### src/rtl/pipeline_hazard_ctrl.sv
// Pipeline hazard controller: load-use bubbles, branch flushes and
// I/D memory miss sequencing, plus a saturating stall-cycle counter.
module pipeline_hazard_ctrl #(
    parameter int unsigned CNT_W = 16
) (
    input  logic             clk_i,
    input  logic             rst_i,
    input  logic [4:0]       id_rs_i,
    input  logic [4:0]       id_rt_i,
    input  logic [4:0]       ex_rt_i,
    input  logic             ex_memread_i,
    input  logic             branch_taken_i,
    input  logic             imem_miss_i,
    input  logic             dmem_miss_i,
    input  logic             imem_ack_i,
    input  logic             dmem_ack_i,
    input  logic             clr_cnt_i,
    output logic             pc_enable_o,
    output logic             ifid_hold_o,
    output logic             ifid_flush_o,
    output logic             idex_bubble_o,
    output logic             exmem_hold_o,
    output logic             imem_req_o,
    output logic             dmem_req_o,
    output logic [1:0]       state_o,
    output logic [CNT_W-1:0] stall_cnt_o
);

    typedef enum logic [1:0] {
        RUN   = 2'd0,
        IWAIT = 2'd1,
        DWAIT = 2'd2,
        DRAIN = 2'd3
    } state_t;

    state_t           state;
    state_t           next_state;
    logic             lu_hz;
    logic             pc_en;
    logic             ifid_hold;
    logic             ifid_flush;
    logic             idex_bubble;
    logic             exmem_hold;
    logic             imem_req;
    logic             dmem_req;
    logic [CNT_W-1:0] cnt;

    assign lu_hz = ex_memread_i & (ex_rt_i != '0) &
                   ((ex_rt_i == id_rs_i) | (ex_rt_i == id_rt_i));

    always_ff @(posedge clk_i or negedge rst_i) begin
        if (!rst_i) begin
            state <= RUN;
        end else begin
            state <= next_state;
        end
    end

    always_comb begin
        next_state  = state;
        pc_en       = 1'b1;
        ifid_hold   = 1'b0;
        ifid_flush  = 1'b0;
        idex_bubble = 1'b0;
        exmem_hold  = 1'b0;
        imem_req    = 1'b0;
        dmem_req    = 1'b0;
        unique case (state)
            RUN: begin
                if (dmem_miss_i) begin
                    pc_en      = 1'b0;
                    ifid_hold  = 1'b1;
                    exmem_hold = 1'b1;
                    next_state = DWAIT;
                end else if (lu_hz) begin
                    pc_en       = 1'b0;
                    ifid_hold   = 1'b1;
                    idex_bubble = 1'b1;
                end else if (branch_taken_i) begin
                    // a taken branch redirects fetch, so a concurrent I-miss is moot
                    ifid_flush = 1'b1;
                end else if (imem_miss_i) begin
                    pc_en      = 1'b0;
                    ifid_flush = 1'b1;
                    next_state = IWAIT;
                end
            end
            IWAIT: begin
                imem_req   = 1'b1;
                pc_en      = 1'b0;
                ifid_flush = 1'b1;
                exmem_hold = dmem_miss_i;
                if (imem_ack_i) begin
                    next_state = DRAIN;
                end
            end
            DWAIT: begin
                dmem_req   = 1'b1;
                pc_en      = 1'b0;
                ifid_hold  = 1'b1;
                exmem_hold = 1'b1;
                if (dmem_ack_i) begin
                    next_state = DRAIN;
                end
            end
            DRAIN: begin
                // a D-miss still pending here is picked up again from RUN
                pc_en      = 1'b0;
                ifid_hold  = 1'b1;
                exmem_hold = 1'b1;
                next_state = RUN;
            end
            default: begin
                next_state = RUN;
            end
        endcase
    end

    always_comb begin
        pc_enable_o   = rst_i & pc_en;
        ifid_hold_o   = rst_i & ifid_hold;
        ifid_flush_o  = rst_i & ifid_flush;
        idex_bubble_o = rst_i & idex_bubble;
        exmem_hold_o  = rst_i & exmem_hold;
        imem_req_o    = rst_i & imem_req;
        dmem_req_o    = rst_i & dmem_req;
    end

    always_ff @(posedge clk_i or negedge rst_i) begin
        if (!rst_i) begin
            cnt <= '0;
        end else if (clr_cnt_i) begin
            cnt <= '0;
        end else if (!pc_en && (cnt != '1)) begin
            cnt <= cnt + CNT_W'(1);
        end
    end

    assign state_o     = state;
    assign stall_cnt_o = cnt;

endmodule

### config.mk
export PLATFORM = sky130hd
export DESIGN_NAME = pipeline_hazard_ctrl
export DESIGN_NICKNAME = d
export VERILOG_FILES = /design/src/rtl/pipeline_hazard_ctrl.sv
export SDC_FILE = /design/constraint.sdc
export NUM_CORES = 1
export LEC_CHECK = 0
export ABC_AREA = 1
export CAP_MARGIN = 20
export CORE_AREA = 3 3 79 81
export DETAILED_ROUTE_END_ITERATION = 10
export DIE_AREA = 0 0 82 84
export PLACE_DENSITY_LB_ADDON = 0.1
export SYNTH_ARGS = -nofsm -noshare
export SYNTH_HDL_FRONTEND = slang
export SYNTH_SLANG_ARGS = --single-unit
### constraint.sdc
create_clock -name clk_i -period 2 [get_ports clk_i]
set_input_delay 0.3 -clock clk_i [delete_from_list [all_inputs] [get_ports clk_i]]
set_output_delay 0.3 -clock clk_i [all_outputs]
set_load 0.005 [all_outputs]
## Word-level counts from Yosys, hierarchy flattened

Index checks and enable logic that the tools add are counted.

- Bits in registers: 18
- Output and inout bits: 25
- Bits of input ports: 24
- Logic and storage cells: 60

- Mux-type cells: 28
- Equal/unequal tests: 11
- $add $sub $neg: 1
- Bitwise operators: 10
- Reductions and logical operators: 8

Operators with widths:

| operator | number |
|---|---|
| 16-bit two-way mux | 2 |
| 16-bit by 1-bit adder with 16-bit output (second input constant) | 1 |
| 16-bit != test (second input constant) | 1 |
| 1-bit two-way mux | 15 |
| 2-bit two-way mux | 6 |
| 5-bit equality test | 2 |
| 1-bit bitwise AND | 9 |
| 3-bit != test (second input constant) | 3 |
| 2-bit case mux with 4 select lines | 1 |
| 1-bit case mux with 2 select lines | 3 |
| 5-bit AND reduction | 1 |
| 5-bit nonzero test | 1 |
| 2-bit equality test (second input constant) | 2 |
| 2-bit != test (second input constant) | 2 |
| 1-bit case mux with 3 select lines | 1 |
| 3-bit OR reduction | 1 |
| 2-bit by 1-bit equality test with 1-bit output (second input constant) | 1 |
| 2-bit zero test | 1 |
| 2-bit nonzero test | 1 |
| 2-bit OR reduction | 1 |
| 1-bit logical AND | 1 |
| 1-bit zero test | 1 |
| 1-bit OR | 1 |

## Logic depth before layout (Yosys ltp)

Gate-level depths: netlist (run 1).

- Depth in word-level cells: 10
- Depth in mapped cells: 12
- Mapped depth without buffers: 11

## Worst setup path after synthesis (run 1)

Ideal clock, no wire load.

- Path kind: reg-to-output
- Start point: register state[0], in the netlist state_o[0]
- End point: output pc_enable_o
- Stages on the path, launching flop included: 10
- Path slack: 0.203 ns
- Data arrival time: 1.497 ns
- Cell sequence: dfrtp_1 > inv_1 > ha_1 > inv_2 > nor2_2 > inv_1 > a21oi_2 > nand2_4 > buf_4 > nor2_1

- Longest elaborated chain between the ends: 4

Ends and longest elaborated chain:

| element | RTL line | source |
|---|---|---|
| start: declaration | 36 | `state_t state;` |
| start signal: assignment | 55 | `state <= next_state;` |
| 2-bit equality test / 2-bit by 1-bit equality test with 1-bit output (equally long branches) | 68 | `unique case (state)` |
| 3-bit OR reduction (no source line) | -- |  |
| 1-bit case mux with 2 select lines * | 68 |  |
| 1-bit bitwise AND * | 120 | `pc_enable_o = rst_i & pc_en;` |
| end: declaration | 18 | `output logic pc_enable_o,` |

Mark *: on every way between the ends. The rest lies on a longest branch, timed or not.

## Worst setup path in the final report (run 1)

- Start point: register state[0], in the netlist state_o[0]
- End point: output dmem_req_o

- Longest elaborated chain between the ends: 3

Ends and longest elaborated chain:

| element | RTL line | source |
|---|---|---|
| 2-bit equality test | 68 |  |
| 1-bit two-way mux | 68 |  |
| 1-bit bitwise AND | 126 | `dmem_req_o = rst_i & dmem_req;` |
| end: declaration | 24 | `output logic dmem_req_o,` |

Every way passes these cells.

==> results of run 1 <==
-- worst paths after layout --
path | start | endpoint | slack (ns)
setup / recovery | state_o[0]$_DFFE_PN0P_ | dmem_req_o | 0.12
hold / removal | rst_i | stall_cnt_o[6]$_DFFE_PN0P_ | 0.20
setup reg to reg | state_o[0]$_DFFE_PN0P_ | stall_cnt_o[1]$_DFFE_PN0P_ | 0.31
hold reg to reg | stall_cnt_o[4]$_DFFE_PN0P_ | stall_cnt_o[4]$_DFFE_PN0P_ | 0.56
max in group asynchronous | rst_i | stall_cnt_o[15]$_DFFE_PN0P_ | 1.59
min in group clk_i | stall_cnt_o[4]$_DFFE_PN0P_ | stall_cnt_o[4]$_DFFE_PN0P_ | 0.56
-- synthesized netlist by cell type (all sizes together) --
library cell / instances / area share [%]
xor2: 11 / 5.8
o22ai: 1 / 0.38
nand2: 73 / 18
a21oi: 3 / 1.1
ha: 6 / 4.6
xnor2: 2 / 1.1
dfrtp: 18 / 27
nor2: 24 / 5.8
clkbuf: 1 / 0.23
o21ai: 4 / 1.2
nand4: 21 / 8.9
a211oi: 1 / 0.46
nor3: 5 / 2.9
o21a: 1 / 0.46
nand3: 26 / 9.4
buf: 5 / 2.2
inv: 46 / 10
-- through the flow --
| step | utilization, % | std cells | hold slack (ns) | power [W] | setup TNS, ns |
|---|---|---|---|---|---|
| after global routing | 43.2 | 388 | 0.252 | 0.00164 | 0 |
| final | 43.2 | 388 | 0.201 | 0.00150 | 0 |
| after detailed placement | 42.2 | 383 | 0.552 | 0.00122 | -3.88 |
| after CTS | 42.9 | 387 | 0.568 | 0.00152 | 0 |
| after global placement | 42.2 | 383 | 0.546 | 0.00123 | -4.04 |
| after floorplan | - | 248 | 0.00441 | 0.000827 | 0 |
-- registers in the layout, indices dropped and copies added, names as in the netlist --
signal and cells:
stall_cnt_o 16, state_o 2
-- final cells by class --
class / instances / area, sq um
Clock buffer: 4 / 55.1
Timing Repair Buffer: 70 / 633
Fill cell: 612 / 3140
Multi-Input combinational cell: 178 / 995
Tap cell: 72 / 90.1
Sequential cell: 18 / 450
Inverter: 46 / 173
-- power groups by stage --
stage               Combinational [W]  Sequential (W)  Clock (W)
floorplan                    0.000371        0.000456          0
detailed placement           0.000784        0.000439          0
global route                 0.000862        0.000440   0.000334
finish                       0.000757        0.000434   0.000307
CTS                          0.000767        0.000433   0.000321
global placement             0.000787        0.000439          0
-- critical path, cell delays in order (launching register included) --
cell and delay, ns:
sky130_fd_sc_hd__dfrtp_1 0.38, sky130_fd_sc_hd__inv_1 0.08, sky130_fd_sc_hd__buf_4 0.11, sky130_fd_sc_hd__ha_1 0.17, sky130_fd_sc_hd__nand2_1 0.06, sky130_fd_sc_hd__inv_1 0.05
sky130_fd_sc_hd__clkdlybuf4s50_1 0.49
-- per-layer routing --
| metal | vias to the layer above | track usage (%) | share of wire [%] |
|---|---|---|---|
| met5 | - | 0 | 0 |
| met4 | 0 | 1.96 | 0.47 |
| met3 | 4 | 2.70 | 3.2 |
| met2 | 23 | 21.5 | 47 |
| met1 | 753 | 20.4 | 50 |
| li1 | 925 | - | - |
-- repair_timing --
action                     4_1_cts  5_1_grt
pin swaps                        4        4
resized for setup               18       16
setup buffers                    0        1
setup endpoints to repair        5        6
-- cells by family (layout without fill, tap and decap cells) --
group                      count (synthesis)  in the layout  synth area share (%)
AOI/OAI and AO/OA                         10             10                  3.65
xor gates and xnor gates                  13             13                  6.91
buffers and inverters                     52            120                  12.9
adders and majority gates                  6              6                  4.56
DFF                                       18             18                  27.3
and+or+nand+nor                          149            149                  44.6
==> run summary, run 1 <==
Dividing the detail-routed wire length by the instance count gives 11.5 microns. The worst hold path belongs to the class primary input to asynchronous set/reset pin. The area of the die is 0.00689 sq mm. The worst setup path is of the flip-flop to primary output kind. The library cell used most frequently in the layout, excluding fill and tap cells, is sky130_fd_sc_hd__nand2_1. The final-report hold violation count is 0.

The total number of vias came out at approximately 1700. The via-per-instance ratio came out at about 4.4. Global routing used roughly 14% of the available tracks. The area added between synthesis and finish came out at 45.4%. The violation count after the first detailed-routing iteration is 63. The clock-pin slew of the registers on the worst-case setup and hold paths is around 0.080 ns.

The deepest level of the CTS H-tree is 1. The number of routed nets with antenna violations is 0. The top cell types in the final layout, fill and taps aside, are sky130_fd_sc_hd__nand2_1, sky130_fd_sc_hd__inv_1, sky130_fd_sc_hd__clkdlybuf4s50_1. The unique cell type count in the Yosys netlist came out at 28. The routed wire length came out at roughly 4500 microns. Clock skew on the completed layout was measured at between 0.008 and 0.009 ns. Clock tree synthesis inserted a total of 3 buffers. Synthesis produced roughly 250 cells. Cells with a size suffix above 1 make up roughly 16% of the layout. The number of maximum-capacitance constraint violations is 0.

The analysis attributes to net switching a power of ~0.00054 W. The global-route congestion overflow total came out at 0. The first global-routing pass estimated ~7700 microns of wire. TritonCTS built the clock tree. In this run switching power makes up between 30 and 40% of total power. Internal power comes to roughly 0.00096 W.

The final critical path takes up 94.2% of the cycle. The cell depth of the worst flop-to-flop path came out at 11. The standby leakage power is 1.35 nW.

The area of all placed cells without fillers came out at 0.00240 sq mm. The count of pins on the block boundary came out at 49. The power share of the sequential group came out at between 20 and 30%.

The via count of the first global-routing pass was around 1700. Measured along the y axis, the die boundary spans approximately 84 microns. The first-pass iteration count of the detailed router is 6. The number of nets in the final layout came out at approximately 350. The mean cell area of the mapped netlist came out at around 6.6 sq um. Once detailed placement completed, the half-perimeter wirelength came to 3570 microns. The count of yosys warnings during synthesis is 0. The clock network power share is 20.5%. The area inside the core boundary came out at 0.00554 sq mm. Row generation in the floorplan step produced 27 rows.

The worst voltage drop across the vdd grid is roughly 640 uV. The maximum number of buffers from clock root to sink came out at 2. The highest fanout seen on the critical path is 3. The die outline width came out at between 80 and 90 microns. At the pin with the least slew margin, the transition time is approximately 0.46 ns. The final number of setup-violating endpoints is 0. The combined area of all synthesized cells came out at roughly 0.0016 sq mm. CTS saw 18 sinks.

The DRC violation count after routing is 0. In this run, synthesis produced a sequential element count of 18. Setup repair after global routing left no endpoint under its margin. The number of buffers inserted for hold repair after clock tree synthesis is 0. The total cell area at the placement stage is ~0.0023 sq mm. Synthesis produced a netlist with a net count of ~280.

STA classifies the critical path startpoint as a flip-flop. The placer congestion estimate came out at ~0.83. The tightest slew margin relative to the limit is 68.8%. The root buffer selected by CTS is sky130_fd_sc_hd__clkbuf_8. The number of antenna violations at the first check in global routing came out at 0. Combinational cells account for 50.6% of the total power.

Prior to clock tree synthesis, the placed netlist has a worst setup slack of -0.417 ns. The final max-slew violation count came out at 0. The clock insertion delay at the later pin of the skew report is 0.26 ns.

The number of antenna cells inserted came out at 0. The maximum clock frequency came out at roughly 530 MHz. The effective utilization at floorplan is 29.7%. The port buffer count came out at 48.

STA classifies the critical path endpoint as a primary output. The final critical-path setup slack came out at approximately 0.12 ns. Summing the sequential cell areas from Yosys gives a little over a quarter of the chip area. The clock period could shrink to approximately 1.9 ns. The required time of the worst setup path is approximately 1.7 ns.

The maximum number of pins on one net before global-route repair is 33. The flow ran to the end, and the final reports show no timing, DRC or antenna violations. The signal arrival time at the worst endpoint is 1.58 ns. The power per cell area came out at 625 mW/mm^2.
Note: power is estimated with default switching activity, not from simulation.
==> inputs of run 2 (changes only) <==
--- a/config.mk
+++ b/config.mk
@@ -8,6 +8,7 @@
 export ABC_AREA = 1
 export CAP_MARGIN = 20
 export CORE_AREA = 3 3 79 81
+export CTS_CLUSTER_DIAMETER = 60
 export DETAILED_ROUTE_END_ITERATION = 10
 export DIE_AREA = 0 0 82 84
 export PLACE_DENSITY_LB_ADDON = 0.1
==> results of run 2 <==
Same layout as run 1: the final DEF is identical, and so are final timing and power.
==> inputs of run 3 (changes only) <==
==> constraint.sdc (replaced) <==
create_clock -name clk_i -period 2.3 [get_ports clk_i]
set_input_delay 0.345 -clock clk_i [delete_from_list [all_inputs] [get_ports clk_i]]
set_output_delay 0.345 -clock clk_i [all_outputs]
set_load 0.005 [all_outputs]
==> run summary, run 3 (same netlist as run 1, synthesis figures left out) <==
The final worst-path cycle share came out at between 90% and 100%. The number of antenna violations at the first check in global routing was 0. Leaving out fill and tap cells, the most frequent cells in the layout are sky130_fd_sc_hd__nand2_1, sky130_fd_sc_hd__inv_1, sky130_fd_sc_hd__clkdlybuf4s50_1. The post-DP HPWL came out at about 3500 microns.

The total cell area at the placement stage is roughly 0.0022 sq mm. For the final database, setup skew stands at about 0.0035 ns. The clock-pin slew of the registers on the worst-case setup and hold paths came out at approximately 0.070 ns.

After detailed routing, the number of vias per cell comes to between 4 and 5. The multi-input combinational cells in the finished layout cover a total of between 0.001 and 0.0015 sq mm. After detailed routing, the number of remaining DRC violations is 0. The most common cell after layout, fill and taps aside is sky130_fd_sc_hd__nand2_1.

Headroom to the max-slew limit came out at a little over two thirds. The number of nets in the final layout is around 330. The number of routed nets with antenna violations is 0.

The maximum number of buffers from clock root to sink came out at 2. The tree built by TritonCTS fans out to 18 sinks. The die covers 0.00689 sq mm.

The utilization after layout came out at a little over two fifths. Based on the critical path, the design can be clocked at up to roughly 460 MHz. Timing analysis after detailed placement gives a worst setup slack of -0.257 ns. The clock buffer count from CTS is 3. The count of pins on the block boundary is 49. The number of maximum-capacitance constraint violations came out at 0.

The violation count after the first detailed-routing iteration is 97. The register cell area after layout came out at between 400 and 500 sq um. STA classifies the critical path startpoint as a primary input. The flip-flop count of the largest register, all copies and words added came out at 16. The fraction of final layout cells with drive strength greater than 1 came out at 11.6%. The final routed wire length divided by cell count is 12.0 microns. STA classifies the critical path endpoint as a primary output.

On the critical path, the stage with the largest delay is an instance of sky130_fd_sc_hd__clkdlybuf4s50_1. The first-pass iteration count of the detailed router came out at 6. The number of fillers in the final layout is 600.

In this run the worst hold path is classified as flip-flop to flip-flop. The height of the chip came out at 84 microns. The standby leakage power came out at 1.25 nW. The final number of setup-violating endpoints is 0. The deepest level of the CTS H-tree is 1. With fillers left out, the area of the finished cells amounts to 0.00232 sq mm.

The clock insertion delay at the later pin of the skew report came out at 0.26 ns. The maximum number of pins on one net before global-route repair is 33. The final critical-path setup slack is between 0.1 and 0.15 ns. The total number of vias is between 1500 and 2000. The number of antenna cells inserted came out at 0. The run finished with clean final reports. The longest individual stage delay on the worst path is ~0.50 ns.

The worst setup path is of the primary input to primary output kind. The number of cell rows came out at 27. The area added between synthesis and finish came out at 41.0%.

Setup repair after global routing left no endpoint under its margin. The highest fanout seen on the critical path came out at 3. The required time of the worst setup path came out at between 1.5 and 2 ns. The root buffer cell chosen for the clock tree is sky130_fd_sc_hd__clkbuf_8. The die outline width is about 82 microns. The signal on the critical path passes through clkdlybuf4s50_1, inv_1, nand2_1, nand2_1, nor2_1, nand3_1, nand2_2, nand3_1, nand3_1, nand2_1, nor2_1, clkdlybuf4s15_1. The global-route wire length before repair is 7810 microns. The number of buffers inserted for hold repair after clock tree synthesis came out at 0. The global-route total usage across every layer came out at 14.0%. The routed wire length is between 4000 and 5000 microns. The port buffer count is 48. The via count of the first global-routing pass is between 1500 and 2000. The signal arrival time at the worst endpoint is about 1.8 ns. Subtracting the final worst setup slack from the clock period gives around 2.2 ns.

The final max-slew violation count came out at 0. The final-report hold violation count was 0. The worst-case IR drop observed on VDD is just over 400 uV. The power per cell area is 556 mW/mm^2. For the pin with the worst max-slew slack, the measured transition is between 0.4 and 0.5 ns. The global-route congestion overflow total is 0. TritonCTS built the clock tree. After floorplanning, the core was sized to cover 0.00554 sq mm. The placer congestion estimate is 0.834. Once the floorplan was initialized, standard cells occupied a little under 30% of the core.
run 3: report_power, final:
group | internal, W | switching [W] | total, W
Sequential | 0.000350 | 0.0000311 | 0.000381
Clock | 0.000152 | 0.000119 | 0.000271
Combinational | 0.000317 | 0.000321 | 0.000638
run 3: worst max-delay path: cells and delay by family:
kind                   cells  cell delay, ns
buffers and inverters      3            0.79
and+or+nand+nor            9            0.70
run 3: routing by layer:
| metal | GRT usage (%) | up-vias | part of all wire [%] |
|---|---|---|---|
| met1 | 19.1 | 773 | 48 |
| met3 | 3.02 | 4 | 3.7 |
| li1 | - | 897 | - |
| met4 | 1.81 | 0 | 0.60 |
| met2 | 22.9 | 30 | 48 |
| met5 | 0 | - | 0 |
run 3: layout make-up:
| type | instances | area share, % |
|---|---|---|
| multi-input cells | 178 | 43.2 |
| repair buffers | 57 | 23.7 |
| flip-flops and latches | 18 | 19.4 |
| inverters | 46 | 7.43 |
| well taps | 72 | 3.88 |
| clock buffers | 4 | 2.37 |
run 3: timing repair:
| action | 4_1_cts | 5_1_grt |
|---|---|---|
| setup endpoints to repair | 4 | 2 |
| setup buffers | 1 | 0 |
| resized for setup | 11 | 5 |
| pin swaps | 0 | 1 |
run 3: worst paths after layout:
| check | to | start | depth (start not counted) | slack [ns] |
|---|---|---|---|---|
| hold / removal | stall_cnt_o[4]$_DFFE_PN0P_ | stall_cnt_o[4]$_DFFE_PN0P_ | 2 | 0.57 |
| hold reg to reg | stall_cnt_o[4]$_DFFE_PN0P_ | stall_cnt_o[4]$_DFFE_PN0P_ | 2 | 0.57 |
| max in group asynchronous | stall_cnt_o[1]$_DFFE_PN0P_ | rst_i | 2 | 1.44 |
| min in group asynchronous | stall_cnt_o[6]$_DFFE_PN0P_ | rst_i | 2 | 0.66 |
| setup reg to reg | stall_cnt_o[2]$_DFFE_PN0P_ | stall_cnt_o[0]$_DFFE_PN0P_ | 7 | 0.42 |
| setup / recovery | ifid_hold_o | ex_rt_i[2] | 12 | 0.14 |
run 3: through the flow:
step | power (W) | std cells | hold WS (ns) | TNS (ns)
finish | 0.00129 | 375 | 0.572 | 0
global route | 0.00141 | 375 | 0.615 | 0
CTS | 0.00131 | 375 | 0.585 | 0
detailed placement | 0.000998 | 370 | 0.567 | -0.684
global placement | 0.00100 | 370 | 0.563 | -0.628
floorplan | 0.000719 | 248 | 0.0494 | 0
